[src/rtl/pill_feeder.sv]
// Pill pulse generator: paces isWork pulses into each bottle, dwells for bottle
// changes and keeps BCD tallies of pills in the current bottle and bottles completed.
module pill_feeder #(
    parameter int unsigned PULSE_W = 1,
    parameter int unsigned GAP_CYC = 4,
    parameter int unsigned CHG_CYC = 8
) (
    input  logic       CLK,
    input  logic       RST_n,
    input  logic       EN_work,
    input  logic       conti,
    input  logic       allFull,
    input  logic [3:0] maxL,
    input  logic [3:0] maxH,
    input  logic [3:0] botL,
    input  logic [3:0] botH,
    output logic       isWork,
    output logic [3:0] pillL,
    output logic [3:0] pillH,
    output logic [3:0] bottleL,
    output logic [3:0] bottleH,
    output logic       busy,
    output logic       done,
    output logic       cfg_err
);

    localparam int unsigned CNT_W = 8;
    localparam int unsigned BCD_W = 8;
    localparam logic [CNT_W-1:0] PULSE_LAST = CNT_W'(PULSE_W - 1);
    localparam logic [CNT_W-1:0] GAP_LAST   = CNT_W'(GAP_CYC - 1);
    localparam logic [CNT_W-1:0] CHG_LAST   = CNT_W'(CHG_CYC - 1);
    localparam logic [BCD_W-1:0] BCD_ONE    = BCD_W'(1);

    typedef enum logic [2:0] {
        S_IDLE,
        S_FEED,
        S_GAP,
        S_CHANGE,
        S_DONE
    } state_t;

    state_t           state_q, state_d;
    logic [CNT_W-1:0] cnt_q, cnt_d;
    logic [BCD_W-1:0] max_q, max_d;
    logic [BCD_W-1:0] bot_q, bot_d;
    logic [BCD_W-1:0] pill_q, pill_d;
    logic [BCD_W-1:0] bottle_q, bottle_d;
    logic             chg_wait_q, chg_wait_d;
    logic             chg_go_q, chg_go_d;
    logic             conti_prev_q;
    logic             is_work_q, is_work_d;
    logic             busy_q, busy_d;
    logic             done_q, done_d;
    logic             cfg_err_q, cfg_err_d;

    logic             cfg_bad_c;
    logic             chg_exit_c;
    logic [BCD_W-1:0] bottle_inc_c;

    // Two-digit BCD increment; callers guarantee the value stays below 99.
    function automatic logic [BCD_W-1:0] bcd_inc(input logic [BCD_W-1:0] v);
        if (v[3:0] == 4'd9) begin
            bcd_inc = {v[7:4] + 4'd1, 4'd0};
        end else begin
            bcd_inc = {v[7:4], v[3:0] + 4'd1};
        end
    endfunction

    assign cfg_bad_c = (maxL > 4'd9) || (maxH > 4'd9) || (botL > 4'd9) || (botH > 4'd9)
                     || ({maxH, maxL} == 8'h00) || ({botH, botL} == 8'h00);
    assign bottle_inc_c = bcd_inc(bottle_q);

    // Next-state, timers, tallies and registered-output decode
    always_comb begin
        state_d    = state_q;
        cnt_d      = cnt_q;
        max_d      = max_q;
        bot_d      = bot_q;
        pill_d     = pill_q;
        bottle_d   = bottle_q;
        chg_wait_d = chg_wait_q;
        chg_go_d   = chg_go_q;
        is_work_d  = 1'b0;
        chg_exit_c = 1'b0;

        unique case (state_q)
            S_IDLE: begin
                if (EN_work && !cfg_bad_c) begin
                    state_d   = S_FEED;
                    max_d     = {maxH, maxL};
                    bot_d     = {botH, botL};
                    pill_d    = BCD_ONE;
                    bottle_d  = '0;
                    cnt_d     = '0;
                    is_work_d = 1'b1;
                end
            end
            S_FEED: begin
                if (!EN_work) begin
                    cnt_d = '0;
                end else if (!is_work_q) begin
                    // resuming after a pause: restart the pulse, tally already counted
                    is_work_d = 1'b1;
                    cnt_d     = '0;
                end else if (cnt_q == PULSE_LAST) begin
                    state_d = S_GAP;
                    cnt_d   = '0;
                end else begin
                    cnt_d     = cnt_q + CNT_W'(1);
                    is_work_d = 1'b1;
                end
            end
            S_GAP: begin
                if (EN_work) begin
                    if (cnt_q == GAP_LAST) begin
                        cnt_d = '0;
                        if (pill_q == max_q) begin
                            state_d    = S_CHANGE;
                            chg_wait_d = !conti;
                            chg_go_d   = 1'b0;
                        end else begin
                            state_d   = S_FEED;
                            pill_d    = bcd_inc(pill_q);
                            is_work_d = 1'b1;
                        end
                    end else begin
                        cnt_d = cnt_q + CNT_W'(1);
                    end
                end
            end
            S_CHANGE: begin
                if (EN_work) begin
                    if (chg_wait_q) begin
                        if (chg_go_q) begin
                            chg_exit_c = 1'b1;
                        end else if (conti && !conti_prev_q) begin
                            chg_go_d = 1'b1;
                        end
                    end else if (cnt_q == CHG_LAST) begin
                        chg_exit_c = 1'b1;
                    end else begin
                        cnt_d = cnt_q + CNT_W'(1);
                    end
                end
            end
            S_DONE: begin
                if (!EN_work) begin
                    state_d = S_IDLE;
                end
            end
            default: begin
                state_d = S_IDLE;
            end
        endcase

        if (chg_exit_c) begin
            cnt_d    = '0;
            chg_go_d = 1'b0;
            bottle_d = bottle_inc_c;
            if (bottle_inc_c == bot_q) begin
                state_d = S_DONE;
                pill_d  = '0;
            end else begin
                state_d   = S_FEED;
                pill_d    = BCD_ONE;
                is_work_d = 1'b1;
            end
        end

        // allFull overrides pause and every transition, freezing the tallies
        if (allFull && (state_q != S_IDLE)) begin
            state_d   = S_DONE;
            is_work_d = 1'b0;
            cnt_d     = cnt_q;
            pill_d    = pill_q;
            bottle_d  = bottle_q;
            chg_go_d  = chg_go_q;
        end

        busy_d    = (state_d == S_FEED) || (state_d == S_GAP) || (state_d == S_CHANGE);
        done_d    = (state_d == S_DONE);
        cfg_err_d = (state_d == S_IDLE) && cfg_bad_c;
    end

    always_ff @(posedge CLK or negedge RST_n) begin
        if (!RST_n) begin
            state_q      <= S_IDLE;
            cnt_q        <= '0;
            max_q        <= '0;
            bot_q        <= '0;
            pill_q       <= '0;
            bottle_q     <= '0;
            chg_wait_q   <= 1'b0;
            chg_go_q     <= 1'b0;
            conti_prev_q <= 1'b0;
            is_work_q    <= 1'b0;
            busy_q       <= 1'b0;
            done_q       <= 1'b0;
            cfg_err_q    <= 1'b0;
        end else begin
            state_q      <= state_d;
            cnt_q        <= cnt_d;
            max_q        <= max_d;
            bot_q        <= bot_d;
            pill_q       <= pill_d;
            bottle_q     <= bottle_d;
            chg_wait_q   <= chg_wait_d;
            chg_go_q     <= chg_go_d;
            conti_prev_q <= conti;
            is_work_q    <= is_work_d;
            busy_q       <= busy_d;
            done_q       <= done_d;
            cfg_err_q    <= cfg_err_d;
        end
    end

    assign isWork  = is_work_q;
    assign pillL   = pill_q[3:0];
    assign pillH   = pill_q[7:4];
    assign bottleL = bottle_q[3:0];
    assign bottleH = bottle_q[7:4];
    assign busy    = busy_q;
    assign done    = done_q;
    assign cfg_err = cfg_err_q;

endmodule

[config.mk]
export PLATFORM = sky130hd
export DESIGN_NAME = pill_feeder
export DESIGN_NICKNAME = d
export VERILOG_FILES = /design/src/rtl/pill_feeder.sv
export SDC_FILE = /design/constraint.sdc
export NUM_CORES = 1
export LEC_CHECK = 0
export CORE_AREA = 2 2 87 89
export DETAILED_ROUTE_END_ITERATION = 16
export DIE_AREA = 0 0 89 91
export HOLD_SLACK_MARGIN = 0.1
export PLACE_DENSITY = 0.68
export SYNTH_ARGS = -nofsm -noshare
export SYNTH_HDL_FRONTEND = slang
export SYNTH_SLANG_ARGS = --single-unit
export TNS_END_PERCENT = 10
[constraint.sdc]
create_clock -name CLK -period 1.89 [get_ports CLK]
set_input_delay 0.2835 -clock CLK [delete_from_list [all_inputs] [get_ports CLK]]
set_output_delay 0.2835 -clock CLK [all_outputs]
set_load 0.02 [all_outputs]
Yosys cells after proc, flatten, opt, wreduce, memory -nomap -nowiden
Cells that the tools add are included.

Bits in registers: 50. Output and inout port bits: 20. Word-level logic and storage cells: 139. Input port bits: 21.

Eq/ne operators: 24. Bitwise gates (word level): 1. Add/subtract/negate cells: 5. Order comparisons: 4. Reductions and logical operators: 32. Muxes and demuxes: 59.

Operators with widths (count): $mux W8 (19); $pmux W8 S4 (1); $mux W3 (10); $ne A3 B3 Y1 const B (10); $logic_not A8 Y1 (3); $mux W1 (24); $reduce_and A7 Y1 (3); $add A4 B1 Y4 const B (4); $eq A8 B8 Y1 (2); $gt A4 B4 Y1 const B (4); $pmux W8 S2 (1); $pmux W3 S5 (1); $eq A3 B2 Y1 const B (4); $reduce_bool A3 Y1 (3); $add A8 B1 Y8 const B (1); $eq A4 B4 Y1 const B (2); $eq A8 B2 Y1 const B (1); $eq A8 B3 Y1 const B (1); $logic_or A1 B1 Y1 (7); $eq A3 B1 Y1 const B (2); $eq A3 B3 Y1 const B (2); $logic_not A3 Y1 (2); $reduce_and A6 Y1 (1); $reduce_bool A5 Y1 (1); other kinds (10) (16).

Longest topological paths before layout
Word-level depth: 15. Gate-level depth with buffers: 9. Gate-level depth less buffers: 8.

Worst setup path before layout
Ideal clock, no wire load.

Path kind: register to register. Start: register cnt_q[0]. End: register cnt_q[4]. Library setup time: 66 ps. Period minus slack after synthesis: 2076 ps. Path slack: -186 ps. Required time: 1824 ps. Path buffers: 0. Cell stages (with the launch flop): 8. Arrival: 2010 ps. Path through: dfrtp_1 > ha_1 > and4bb_1 > and4_4 > or4_4 > or2_4 > o21ai_1 > a22o_1.

Longest elaborated chain between the ends: 7. Elaborated cells between the ends (all ways): 25. Classes of those cells: add/sub (1); eq/ne (7); mux (14); reduce/logical (3).

Ends and longest elaborated chain: start: declaration (line 43) `logic [CNT_W-1:0] cnt_q, cnt_d;`; start signal: assignment (line 202) `cnt_q <= cnt_d;`; branches (longest 7 deep; another with $add A8 B1 Y8).

Several ways; the timed one is not identified. The select of a mux whose other input is x is not followed. A chain may end at the register's enable or synchronous reset.

Final worst setup path
Start: register bottle_q[2]. End: register is_work_q, in the netlist isWork.

Longest elaborated chain between the ends: 6. Elaborated cells between the ends (all ways): 7. Classes of those cells: add/sub (1); eq/ne (2); mux (4).

Ends and longest elaborated chain: start: declaration (line 47) `logic [BCD_W-1:0] bottle_q, bottle_d;`; start signal: assignment (line 206) `bottle_q <= bottle_d;`; $add A4 B1 Y4 / $eq A4 B4 Y1 (equally long branches) (line 65, 62); $mux W8 * (line 62) `if (v[3:0] == 4'd9) begin`; $eq A8 B8 Y1 * (line 160) `if (bottle_inc_c == bot_q) begin`; $mux W1 * (line 160); $mux W1 * (line 156) `if (chg_exit_c) begin`; $mux W1 * (line 171) `if (allFull && (state_q != S_IDLE)) begin`; via is_work_d (line 51) `logic is_work_q, is_work_d;`; end signal: assignment (line 210) `is_work_q <= is_work_d;`; end: declaration (line 51).

The timed path passes the listed nets; every way through them passes the cells marked *.

==> flow_summary.yaml <==
floorplan:
  start_util_pct: 43.57
  coreArea_um2: 7137
  die_x_um: 89
  die_area_um2: 8099
  fp.dieH_um: 91
  fp-row-count: 31
  io_pins: 41
timing:
  slew_viol_final: 0
  min_period_ns: 2.039
  hold_violations: 0
  fin_tns_setup_ns: -1.743
  worstMarginPinSlew_ns: 0.4075
  fin_ws_ns: -0.1491
  fmax_mhz: 490.4
  skew_ns: 0.01180
  finalSetupViolCount: 25
  maxSlewHeadroom_pct: 72.75
  rsz0062_at_grt: "yes"
  fin_crit_sh_pct: 107.9
cells_and_area:
  num_antenna_cells: 0
  fin_nets: 460
  fin_cells: 533
  final_layout_size_suffix_gt1_share_pct: 32.26
  area_growth_pct: 44.59
  finish.instance_area_um2: 4496
  fin_util_pct: 62.99
status:
  violations: "negative setup slack"
  outcome: "complete, but fails checks"
clock_network:
  clk_latency_ns: 0.32
  cts_root_buffer: "clkbuf_8"
  htreeDepth: 2
  path_clk_slew_ns: 0.10
  cts_buffer_depth: 2
  cts_buffers: 5
  cts_tree: "done"
  cts_sinks: 50
routing:
  wl_mm: 8.512
  drcViolationCount: 0
  antenna_left: 0
  drt_iter0_drc: 162
  route.detailed.wl_per_inst_um: 15.97
  first_pass_iters: 4
  avgViaCountPerCell: 5.585
  via_count: 2977
logic_synthesis:
  yosys.area.top_type_share_pct: 40.24
  yosysWarnings: 0
  yosysSeqAreaShare_pct: 40.24
  async_flop_share_pct: 100.0
  yosys.area.top_type: "dfrtp_1"
  avgSynthCellArea_um2: 9.538
  netlist_top_cells_area: "dfrtp_1 40%, o21ai_0 3.7%, xnor2_1 3.7%, nand2_1 3.1%, mux2_1 2.9%"
  synth.distinct_cells: 63
  syn_inst: 326
  yosysMostFrequentCell: "dfrtp_1"
  synth_nets: 353
  syn_area_um2: 3109
  synth_edf_count: 0
  ys_ff_latch: 50
  synth_commonest_cells: "50 x dfrtp_1, 26 x nand2_1, 23 x o21ai_0"
  synth_flop_cell: "dfrtp_1"
power:
  ir_drop_v: 0.0005135
  switching_share_pct: 37.78
  seqPwrFrac_pct: 34.2
  combPwrFrac_pct: 48.3
  power.leakage_nw: 1.948
  pwr-share-clk_pct: 17.6
  p_per_area_nw_per_um2: 1002
  p_int_w: 0.002804
  p_switching_w: 0.001702
worst_hold_path:
  hold_path_class: "in -> reg"
critical_path:
  start_kind: "register"
  worstPathArrival_ns: 2.26
  cpPeakStageDelay_ns: 0.48
  crit_required_ns: 2.11
  crit_fanout: 8
  crit_chain: "xnor2_1 -> or4_1 -> o21ai_1 -> nand2_1 -> nor3_1 -> o32ai_2 -> buf_4"
  worst_setup_path_end_kind: "register"
  crit_slowest_cell: "or4_1"
  cp.buffers_inverters: 1
  critical-path-top-delay-family: "simple AND/OR/NAND/NOR gates"
  critPathKind: "reg -> reg"
placed_design:
  place.port_buffers: 40
  post_dp_cell_area_um2: 4109
  gp_congestion: 0.8310
  dp.cells: 520
  hpwlAfterDp_mm: 6.115
global_routing:
  first_global_vias: 2998
  grt_first_pass_wirelength_mm: 14.10
  grt_remaining_overflow: 0
  track_usage_pct: 21.79
  grt_max_degree: 51
  antenna_found_initial: 0
flow_run:
  maxCapViolCount: 0
## state kept, by name, summed over array words and instances, names as in the netlist
signal and count:
bot_q 8, busy 1, chg_wait_q 1, isWork 1, pill_q 8, max_q 8, cnt_q 8, bottle_q 8
done 1, cfg_err 1, state_q 3, conti_prev_q 1, chg_go_q 1
## placed cells by master (no fill, tap or decap), types with 4 or more instances in the layout
| cell type | n |
|---|---|
| o21ai_1 | 11 |
| inv_1 | 11 |
| o41ai_2 | 4 |
| nand2_1 | 25 |
| clkdlybuf4s50_1 | 26 |
| dfrtp_1 | 47 |
| nor2b_1 | 8 |
| mux2_1 | 8 |
| mux2_2 | 8 |
| buf_6 | 10 |
| xnor2_1 | 13 |
| o21ai_2 | 10 |
| nand4_1 | 7 |
| a21oi_1 | 10 |
| nor2_1 | 18 |
| nand3_1 | 6 |
| nor3_1 | 6 |
| o21bai_1 | 4 |
| a22o_1 | 7 |
| dlygate4sd2_1 | 11 |
| o21ai_0 | 16 |
| and3_1 | 5 |
| buf_4 | 62 |
| clkbuf_8 | 5 |
| and2_1 | 4 |
| ha_1 | 5 |
## through the flow
stage	hold slack [ns]	total power, W	setup WS [ns]
finish	0.2268	0.004506	-0.1491
floorplan	-0.01209	0.002706	-0.02850
global placement	0.2923	0.003444	-0.6222
global route	0.2472	0.004789	-0.2175
CTS	0.3699	0.004414	-0.1337
detailed placement	0.2974	0.003497	-0.6487
## power by group through the flow
stage | Clock [W] | Combinational (W) | Sequential, W
2_1_floorplan | 0 | 0.00114 | 0.00156
3_3_place_gp | 0 | 0.00189 | 0.00155
3_5_place_dp | 0 | 0.00194 | 0.00156
4_1_cts | 0.000804 | 0.00207 | 0.00154
5_1_grt | 0.000847 | 0.00237 | 0.00157
6_report | 0.000791 | 0.00218 | 0.00154
## cell families (layout without fill, tap and decap cells)
family	Yosys count	after routing	share of synthesized area, %
adder cells (fa/ha/maj)	7	7	2.736
AND/OR/NAND/NOR	117	117	21.89
multiplexers	17	17	6.117
XOR/XNOR	16	16	4.507
flip-flops	50	50	40.24
AO/OA/AOI/OAI	92	92	20.44
buffers and inverters	27	135	4.064
## final cells by class
type                            count  area, um2
Fill cell                         595       2641
Clock buffer                        6      72.57
Multi-Input combinational cell    249       1947
Timing Repair Buffer              115       1015
Tap cell                           99      123.9
Clock inverter                      2      37.54
Inverter                           12      45.04
Sequential cell                    50       1255
## metal layers
layer | GRT usage, % | routed length, um
met3 | 3.818 | 366
met5 | 0 | 0
met4 | 6.219 | 193
met2 | 35.57 | 4262
met1 | 29.51 | 3689
## worst paths after layout
check	from	endpoint	slack, ns	cells past startpoint
min	maxH[0]	max_q[4]	0.23	2
min reg2reg	max_q[4]	max_q[4]	0.52	1
max reg2reg	bottle_q[2]	isWork	-0.15	7
max in group asynchronous	RST_n	bottle_q[2]	1.15	3
max	bottle_q[2]	isWork	-0.15	7
min in group asynchronous	RST_n	isWork	0.49	3
## what timing repair did
action                                 CTS  global route
pin swaps                               11            12
endpoints found under the hold margin   50             0
hold buffers                             1             0
gates resized for setup                 34            39
setup endpoints to repair               46            47
setup buffers                            2             2
No activity file was read; power rests on OpenSTA's default activity.
